### src/rtl/shared_reg_arbiter_pkg.sv
// Shared definitions for the shared-register arbiter: state encoding,
// index-width helper and default parameter values.
package arb_pkg;

    typedef enum logic {
        IDLE = 1'b0,
        BUSY = 1'b1
    } state_t;

    localparam int DEF_N_REQ    = 4;
    localparam int DEF_WIDTH    = 4;
    localparam int DEF_MAX_HOLD = 8;

    // Width of an index into n items, never narrower than one bit.
    function automatic int idx_w(input int n);
        return (n > 1) ? $clog2(n) : 1;
    endfunction

endpackage

### src/rtl/shared_reg_arbiter_if.sv
// Requester-side bus of the shared-register arbiter. The master modport is
// the requester cluster; the slave modport is the arbiter itself.
interface shared_reg_arbiter_if #(
    parameter int N_REQ = arb_pkg::DEF_N_REQ,
    parameter int WIDTH = arb_pkg::DEF_WIDTH
);
    import arb_pkg::*;

    localparam int OW = idx_w(N_REQ);

    logic [N_REQ-1:0]       req;
    logic [N_REQ-1:0]       lock;
    logic [N_REQ*WIDTH-1:0] wdata;
    logic [N_REQ-1:0]       gnt;
    logic [OW-1:0]          owner;
    logic                   busy;
    logic [WIDTH-1:0]       q;
    logic                   upd;

    modport master (
        output req, lock, wdata,
        input  gnt, owner, busy, q, upd
    );

    modport slave (
        input  req, lock, wdata,
        output gnt, owner, busy, q, upd
    );

endinterface

### src/rtl/shared_reg_arbiter_rr_pick.sv
// Cyclic priority search: returns the first set request at or after ptr,
// wrapping around, and whether any request was set at all.
module rr_pick
    import arb_pkg::*;
#(
    parameter int N_REQ = DEF_N_REQ,
    parameter int IW    = idx_w(N_REQ)
) (
    input  logic [N_REQ-1:0] req,
    input  logic [IW-1:0]    ptr,
    output logic             found,
    output logic [IW-1:0]    idx
);

    logic [2*N_REQ-1:0] dbl;
    logic [2*N_REQ-1:0] shifted;
    logic [N_REQ-1:0]   rot;

    // Rotate the request vector so that bit 0 is the requester at ptr.
    assign dbl     = {req, req};
    assign shifted = dbl >> ptr;
    assign rot     = shifted[N_REQ-1:0];

    // Take the nearest set bit of the rotated vector and map it back.
    always_comb begin
        int s;
        found = 1'b0;
        idx   = '0;
        s     = 0;
        for (int k = 0; k < N_REQ; k++) begin
            if (!found && rot[k]) begin
                found = 1'b1;
                s     = int'(ptr) + k;
                if (s >= N_REQ) begin
                    s = s - N_REQ;
                end
                idx = IW'(s);
            end
        end
    end

endmodule

### src/rtl/shared_reg_arbiter.sv
// Round-robin arbiter that shares one WIDTH-bit register between N_REQ
// requesters. Each grant lasts one BUSY cycle, or longer while the owner
// keeps req and lock high, up to MAX_HOLD cycles. Grants are always
// separated by one IDLE cycle.
module shared_reg_arbiter
    import arb_pkg::*;
#(
    parameter int N_REQ    = DEF_N_REQ,
    parameter int WIDTH    = DEF_WIDTH,
    parameter int MAX_HOLD = DEF_MAX_HOLD
) (
    input logic                 clk,
    input logic                 reset,
    shared_reg_arbiter_if.slave bus
);

    localparam int OW = idx_w(N_REQ);
    localparam int HW = idx_w(MAX_HOLD + 1);
    localparam logic [HW-1:0] HOLD_LIMIT = HW'(MAX_HOLD);
    localparam logic [OW-1:0] LAST_IDX   = OW'(N_REQ - 1);

    state_t             state, state_nx;
    logic [N_REQ-1:0]   gnt, gnt_nx;
    logic [OW-1:0]      owner, owner_nx;
    logic [OW-1:0]      ptr, ptr_nx;
    logic [HW-1:0]      hcnt, hcnt_nx;
    logic [WIDTH-1:0]   q, q_nx;
    logic               upd, upd_nx;

    logic               pick_found;
    logic [OW-1:0]      pick_idx;
    logic               own_req;
    logic               own_lock;
    logic [WIDTH-1:0]   own_data;

    rr_pick #(
        .N_REQ (N_REQ),
        .IW    (OW)
    ) u_pick (
        .req   (bus.req),
        .ptr   (ptr),
        .found (pick_found),
        .idx   (pick_idx)
    );

    assign own_req  = bus.req[owner];
    assign own_lock = bus.lock[owner];
    assign own_data = bus.wdata[owner*WIDTH +: WIDTH];

    // State and datapath registers; reset also clears the shared register.
    always_ff @(posedge clk) begin
        if (reset) begin
            state <= IDLE;
            gnt   <= '0;
            owner <= '0;
            ptr   <= '0;
            hcnt  <= '0;
            q     <= '0;
            upd   <= 1'b0;
        end else begin
            state <= state_nx;
            gnt   <= gnt_nx;
            owner <= owner_nx;
            ptr   <= ptr_nx;
            hcnt  <= hcnt_nx;
            q     <= q_nx;
            upd   <= upd_nx;
        end
    end

    // Grant selection in IDLE; write, hold counting and release in BUSY.
    always_comb begin
        state_nx = state;
        gnt_nx   = gnt;
        owner_nx = owner;
        ptr_nx   = ptr;
        hcnt_nx  = hcnt;
        q_nx     = q;
        upd_nx   = 1'b0;
        unique case (state)
            IDLE: begin
                gnt_nx = '0;
                if (pick_found) begin
                    state_nx = BUSY;
                    gnt_nx   = N_REQ'(1) << pick_idx;
                    owner_nx = pick_idx;
                    hcnt_nx  = HW'(1);
                end
            end
            BUSY: begin
                if (own_req) begin
                    q_nx   = own_data;
                    upd_nx = 1'b1;
                end
                if (!own_req || !own_lock || (hcnt == HOLD_LIMIT)) begin
                    state_nx = IDLE;
                    gnt_nx   = '0;
                    ptr_nx   = (owner == LAST_IDX) ? '0 : owner + 1'b1;
                end else begin
                    hcnt_nx = hcnt + 1'b1;
                end
            end
            default: begin
                state_nx = IDLE;
                gnt_nx   = '0;
            end
        endcase
    end

    assign bus.gnt   = gnt;
    assign bus.owner = owner;
    assign bus.busy  = (state == BUSY);
    assign bus.q     = q;
    assign bus.upd   = upd;

endmodule

### src/flat_wrapper.sv
// flat-port wrapper written by rule: the top's interface ports become plain ports
module shared_reg_arbiter_flat import arb_pkg::*;
#(
    parameter int N_REQ    = DEF_N_REQ,
    parameter int WIDTH    = DEF_WIDTH,
    parameter int MAX_HOLD = DEF_MAX_HOLD
)
  (clk, reset, bus_req, bus_lock, bus_wdata, bus_gnt, bus_owner, bus_busy, bus_q, bus_upd);
  shared_reg_arbiter_if #(.N_REQ(N_REQ), .WIDTH(WIDTH)) bus_i ();
  input logic clk;
  input logic reset;
  input wire logic [$bits(bus_i.req)-1:0] bus_req;
  input wire logic [$bits(bus_i.lock)-1:0] bus_lock;
  input wire logic [$bits(bus_i.wdata)-1:0] bus_wdata;
  output wire logic [$bits(bus_i.gnt)-1:0] bus_gnt;
  output wire logic [$bits(bus_i.owner)-1:0] bus_owner;
  output wire logic [$bits(bus_i.busy)-1:0] bus_busy;
  output wire logic [$bits(bus_i.q)-1:0] bus_q;
  output wire logic [$bits(bus_i.upd)-1:0] bus_upd;
  assign bus_i.req = bus_req;
  assign bus_i.lock = bus_lock;
  assign bus_i.wdata = bus_wdata;
  assign bus_gnt = bus_i.gnt;
  assign bus_owner = bus_i.owner;
  assign bus_busy = bus_i.busy;
  assign bus_q = bus_i.q;
  assign bus_upd = bus_i.upd;
  shared_reg_arbiter #(.N_REQ(N_REQ), .WIDTH(WIDTH), .MAX_HOLD(MAX_HOLD)) u_core (.clk(clk), .reset(reset), .bus(bus_i));
endmodule
### config.mk
export PLATFORM = sky130hd
export DESIGN_NAME = shared_reg_arbiter_flat
export DESIGN_NICKNAME = d
export VERILOG_FILES = /design/src/rtl/shared_reg_arbiter_pkg.sv /design/src/rtl/shared_reg_arbiter_if.sv /design/src/rtl/shared_reg_arbiter_rr_pick.sv /design/src/rtl/shared_reg_arbiter.sv /design/src/flat_wrapper.sv
export SDC_FILE = /design/constraint.sdc
export NUM_CORES = 1
export LEC_CHECK = 0
export CORE_UTILIZATION = 40
export DETAILED_ROUTE_END_ITERATION = 8
export PLACE_DENSITY = 0.76
export SETUP_SLACK_MARGIN = 0.05
export SYNTH_ARGS = -nofsm -noshare
export SYNTH_HDL_FRONTEND = slang
export SYNTH_SLANG_ARGS = --single-unit
### constraint.sdc
create_clock -name clk -period 1.95 [get_ports clk]
set_clock_uncertainty 0.2 [all_clocks]
set_input_delay 0.4875 -clock clk [delete_from_list [all_inputs] [get_ports clk]]
set_output_delay 0.4875 -clock clk [all_outputs]
set_load 0.1 [all_outputs]
==> impl_results.md <==
* Top-count cell post-synth: dfxtp_1
* Top-area cell type share of the netlist area at 0.342
* Die Span Y at 53.3 um
* P_leak at 0.708 nW
* CP max FO at 8
* Final std cells w/o fill at 182
* Die area at 2840 sq um
* Worst-path clk slew at 110 ps
* Final WS setup at 121 ps
* Antenna viol nets, final at 0
* Slew @ Worst Pin at 294 ps
* Hold path depth at 2
* Vias in the first global route at 1026
* Pre-CTS WS at -403 ps
* PortBufs at 37
* Mapped Cells at 103
* CP startpoint: bus_req[3]
* Status: complete, no violations
* DR iter-0 viols at 12
* Reg2reg setup slack at 150 ps
* Total power per unit cell area at 624 nW/um^2
* GPL Wtd Cong at 0.804
* DP Cell Count at 177
* CP Class: in2reg
* Critical path endpoint: u_core.bus.gnt[1]$_SDFFE_PP0P_
* Required time of the critical path at 1930 ps
* Final Max Tran Viols at 0
* Die W at 53.3 um
* GRT Util Overall at 0.215
* RSZ-0062 raised after global routing: false
* First-pass GRT wire length at 4240 um
* Number of diodes at 0
* Max-cap viol count at 0
* Area of all placed cells without fillers at 1690 sq um
* Final min period at 1830 ps
* Post-synth EDFFs at 0
* Fmax at 547 MHz
* Most instantiated cells after synthesis: dfxtp_1, nor2_1, nand2_1
* Synth area leader: dfxtp_1
* Initial antenna violation count at 0
* Core area at 2480 sq um
* Placement Cell Area at 1660 sq um
* CTS tree: done
* H-tree levels at 1
* Async S/R FF share, synth at 0
* CTS Sinks at 18
* End of the worst register-to-register path: u_core.bus.gnt[1]$_SDFFE_PP0P_
* #FFs+latches synth at 18
* Warnings from Yosys at 0
* Final setup violation count at 0
* Via count at 982
* Net count after synthesis at 132
* Crit end category: flip-flop
* Post-route DRC at 0
* Primary FF master, synth: dfxtp_1
* Gr ovfl total at 0
* Layout Nets at 182
* Via density at 5.40
* Fillers at 203
* R2r startpoint: u_core.bus.owner[0]$_SDFFE_PP0P_
* Routed wire length at 2630 um
* Layout area overhead at 60.6%
* Largest net degree at the start of global routing at 11
* Hpwl dp at 2150 um
* Final Util at 0.683
* Clk_lat worst skew at 290 ps
* Synth top area cells: dfxtp_1, mux4_1, mux4_2
* Mapped Area at 1050 sq um
* Hold Crit Class: reg2reg
* Final hold viol count at 0
* Seq/Total Area, Yosys at 0.342
* Worst-case clock buffer depth at 2
* I/O pin count at 38
* Relative slew slack at 0.802
* Root buf cell: clkbuf_4
* FP Rows at 18
* Inserted Clock Buffers at 3
* Worst Path Arrival at 1810 ps
* Reg2Reg Depth at 5
* Syn Area/Cell at 10.2 sq um
* Hold_buf cts at 0
* Initial Util at 0.425
* First-pass detailed-route iteration total at 5
* Wire per inst at 14.5 um
* Fin crit share at 0.938
* Max VDD drop at 0.503 mV
* Share of layout cells above drive strength 1 at 0.303
* Tot Pwr at 1.06 mW
* Synth cell types at 36
* Startpoint Class: input pin
==> area by class of cell <==
type | count | area (sq um) | share of cell area
multi-input combinational | 76 | 666 | 0.393
timing repair buffer | 50 | 578 | 0.342
sequential | 18 | 369 | 0.218
tap | 30 | 37.5 | 0.0222
clock buffer | 4 | 26.3 | 0.0155
inverter | 4 | 15.0 | 0.00888
==> power breakdown <==
| group | internal, mW | switching [mW] |
|---|---|---|
| clock network | 0.0796 | 0.115 |
| registers | 0.391 | 0.0336 |
| logic | 0.199 | 0.238 |
| total | 0.670 | 0.386 |
==> stage by stage <==
step,hold WS (ps),setup TNS (ps)
after floorplan,245,-429
after global placement,282,-4700
after detailed placement,287,-5110
after CTS,303,0
after global routing,321,0
final,299,0
==> metal layers <==
metal  routed length, um  global-route usage  vias up
met5                   0                   0        -
met4                 111               0.132        0
met3                 181              0.0489       13
met2                1350               0.402       48
met1                 986               0.208      447
li1                    -                   -      474
==> kinds of logic (layout without fill, tap and decap cells) <==
| group | after synthesis | in the layout | share of synthesized area |
|---|---|---|---|
| compound gates | 16 | 16 | 0.109 |
| xor+xnor | 3 | 3 | 0.0321 |
| fa+ha+maj | 3 | 3 | 0.0356 |
| buf+inv | 9 | 58 | 0.0404 |
| flops | 18 | 18 | 0.342 |
| mux | 13 | 13 | 0.221 |
| simple gates | 41 | 41 | 0.220 |
==> state kept, by name (all words and copies together) (netlist names) <==
| signal | cells |
|---|---|
| u_core.hcnt | 4 |
| u_core.bus.upd | 1 |
| u_core.bus.owner | 2 |
| u_core.ptr | 2 |
| u_core.bus.busy | 1 |
| u_core.bus.gnt | 4 |
| u_core.bus.q | 4 |
==> repair_timing <==
item | 4_1_cts | 5_1_grt
endpoints found under the setup margin | 16 | 0
gates resized for setup | 9 | 0
setup buffers | 1 | 0
==> cell usage in the layout, fill, tap and decap left out, types with 2 or more instances in the layout <==
master | netlist | layout
a21oi_1 | 8 | 8
buf_12 | 0 | 12
buf_4 | 0 | 13
clkbuf_4 | 0 | 3
clkdlybuf4s50_1 | 0 | 17
dfxtp_1 | 18 | 15
dfxtp_4 | 0 | 2
dlygate4sd2_1 | 0 | 8
ha_1 | 3 | 3
inv_1 | 4 | 4
mux2i_1 | 6 | 6
mux4_1 | 4 | 4
mux4_2 | 3 | 3
nand2_1 | 10 | 10
nand2b_1 | 2 | 2
nand3_1 | 2 | 2
nand3b_1 | 2 | 2
nor2_1 | 14 | 13
nor2_2 | 1 | 2
nor3_1 | 2 | 2
xnor2_1 | 2 | 2
==> worst max-delay path, stage by stage <==
cell           delay (ps)
dlygate4sd2_1         250
mux4_2                520
nand2_4               180
nor2_8                 70
a32oi_1               220
nor2_1                 70
==> worst min-delay path by stage <==
stage | startpoint | end | slack, ps
after detailed placement | u_core.ptr[0]$_SDFFE_PP0P_ | u_core.ptr[0]$_SDFFE_PP0P_ | 290
final | u_core.ptr[0]$_SDFFE_PP0P_ | u_core.ptr[0]$_SDFFE_PP0P_ | 300
after global placement | u_core.ptr[0]$_SDFFE_PP0P_ | u_core.ptr[0]$_SDFFE_PP0P_ | 280
after global routing | u_core.ptr[0]$_SDFFE_PP0P_ | u_core.ptr[0]$_SDFFE_PP0P_ | 320
after floorplan | u_core.ptr[0]$_SDFFE_PP0P_ | u_core.ptr[0]$_SDFFE_PP0P_ | 250
after CTS | u_core.ptr[0]$_SDFFE_PP0P_ | u_core.ptr[0]$_SDFFE_PP0P_ | 300
Note: power is estimated with default switching activity, not from simulation.
==> variant, RTL diff (same flow settings) <==
Set the package constant `DEF_N_REQ` to 2 (it was 4).
--- a/src/rtl/shared_reg_arbiter_pkg.sv
+++ b/src/rtl/shared_reg_arbiter_pkg.sv
@@ -7,7 +7,7 @@
         BUSY = 1'b1
     } state_t;
 
-    localparam int DEF_N_REQ    = 4;
+    localparam int DEF_N_REQ    = 2;
     localparam int DEF_WIDTH    = 4;
     localparam int DEF_MAX_HOLD = 8;
 
Interface: changed (5 resized); port bits go from 38 to 23. No check against the original RTL was run, so the function may have changed too.
==> variant against the unedited design <==
- cell count shrank 28%
- synthesized cell count shrank 25%
- non-clock buffer count shrank 20
- total power shrank 24%
- sequential cell count shrank 4
- synthesized area shrank 29%
- design area shrank 33%
- sequential share of layout area grew 3.4 points
- setup slack gained 0.094 ns
- utilization shrank 2.7 points
- combinational power shrank 37%
- wire length shrank 31%
- largest power group is now sequential cells
==> variant: results <==
[run_status]
status = completed

[pwr]
p_leak_nw = 0.410
power_density_nw_per_um2 = 706
vdd_drop_max_mv = 0.516
switching_share_pct = 36.9

[floorplanning]
coreArea_um2 = 1730

[global_route]
grt_pass1_wl_um = 2940
grt_pass1_vias = 689
grt_use_met2_pct = 35.1
grt_util_all_layers_pct = 20.8
met1_usage_pct = 24.3
grt_start_max_net_pins = 15
grtUsageMet3_pct = 4.80

[final_layout]
largest_registers = u_core.bus.q x4, u_core.hcnt x4, u_core.bus.gnt x2
multi_input_area_share_pct = 35.7
clock_area_share_pct = 2.32
fin_cells = 131
nets = 123
nMultiInputCombCells = 54
nonClkBufAreaFrac_pct = 32.7
ff_latch_area_um2 = 285
inv_count = 4
n_fill_cell = 147
drive_gt1_share_pct = 31.1
buffers = 30

[critical_path]
r2r_slack_ns = 0.23
crit_slowest_cell = clkdlybuf4s50_1
critPathTopFamily = buffers and inverters
crit_end = u_core.hcnt[3]$_SDFFE_PP0P_
cp.arrival_ns = 1.70
critPathLaunch = bus_req[0]
reg2reg_from = u_core.hcnt[0]$_SDFFE_PP0P_
r2r_cells = 6
r2r-end = u_core.ptr$_SDFFE_PP0P_
cp_max_fo = 4

[yosys]
synth_nets = 93
synthCells = 77
synth_area_leaders = dfxtp_1 38%, a211oi_2 6.7%, mux2i_1 5.4%
ys_top_cells_by_count = 14 x dfxtp_1, 6 x a21oi_1, 5 x nor2_1
ys_seq_area_share_pct = 37.7
netlist-cell-type-count = 30

[clocking]
cts_resized = 0
post_cts_buffers = 0
clock-sinks = 14

[worst_hold_path]
min_to = u_core.bus.gnt[0]$_SDFFE_PP0P_
hold_start = u_core.bus.gnt[0]$_SDFFE_PP0P_

[place]
gp_congestion = 0.868
place_area_um2 = 1110
pre_cts_slack_ns = -0.235
dp_hpwl_um = 1320
io_buffers = 22

[timing]
fmax_mhz = 577
hold_ws_ns = 0.314

[routing]
vias_per_cell = 5.25
wl_um = 1830
firstDrtPassIters = 4
drt_iter0_drc = 15
met2_length_um = 911
met3_length_um = 85
met1_length_um = 805
## variant: changes by cell type after synthesis, moves of 3 or more
| cell | delta |
|---|---|
| nor2_1 | -9 |
| o211ai_1 | +3 |
| a211oi_2 | +4 |
| mux4_2 | -3 |
| mux4_1 | -4 |
| nand2_1 | -6 |
| dfxtp_1 | -4 |
| nor2b_1 | +3 |
## variant: power by group through the flow
stage | Clock [mW] | Combinational [mW] | Sequential [mW]
2_1_floorplan | 0 | 0.0833 | 0.416
3_3_place_gp | 0 | 0.270 | 0.336
3_5_place_dp | 0 | 0.274 | 0.337
4_1_cts | 0.190 | 0.275 | 0.330
5_1_grt | 0.210 | 0.287 | 0.333
6_report | 0.193 | 0.275 | 0.331
## variant: cells by family (layout without fill, tap and decap cells)
group	Yosys count	count (layout)	synth area share, %
compound gates	22	22	25.1
mux	5	5	7.41
fa+ha+maj	2	2	3.37
simple gates	25	25	18.5
flops	14	14	37.7
buf+inv	9	38	7.91
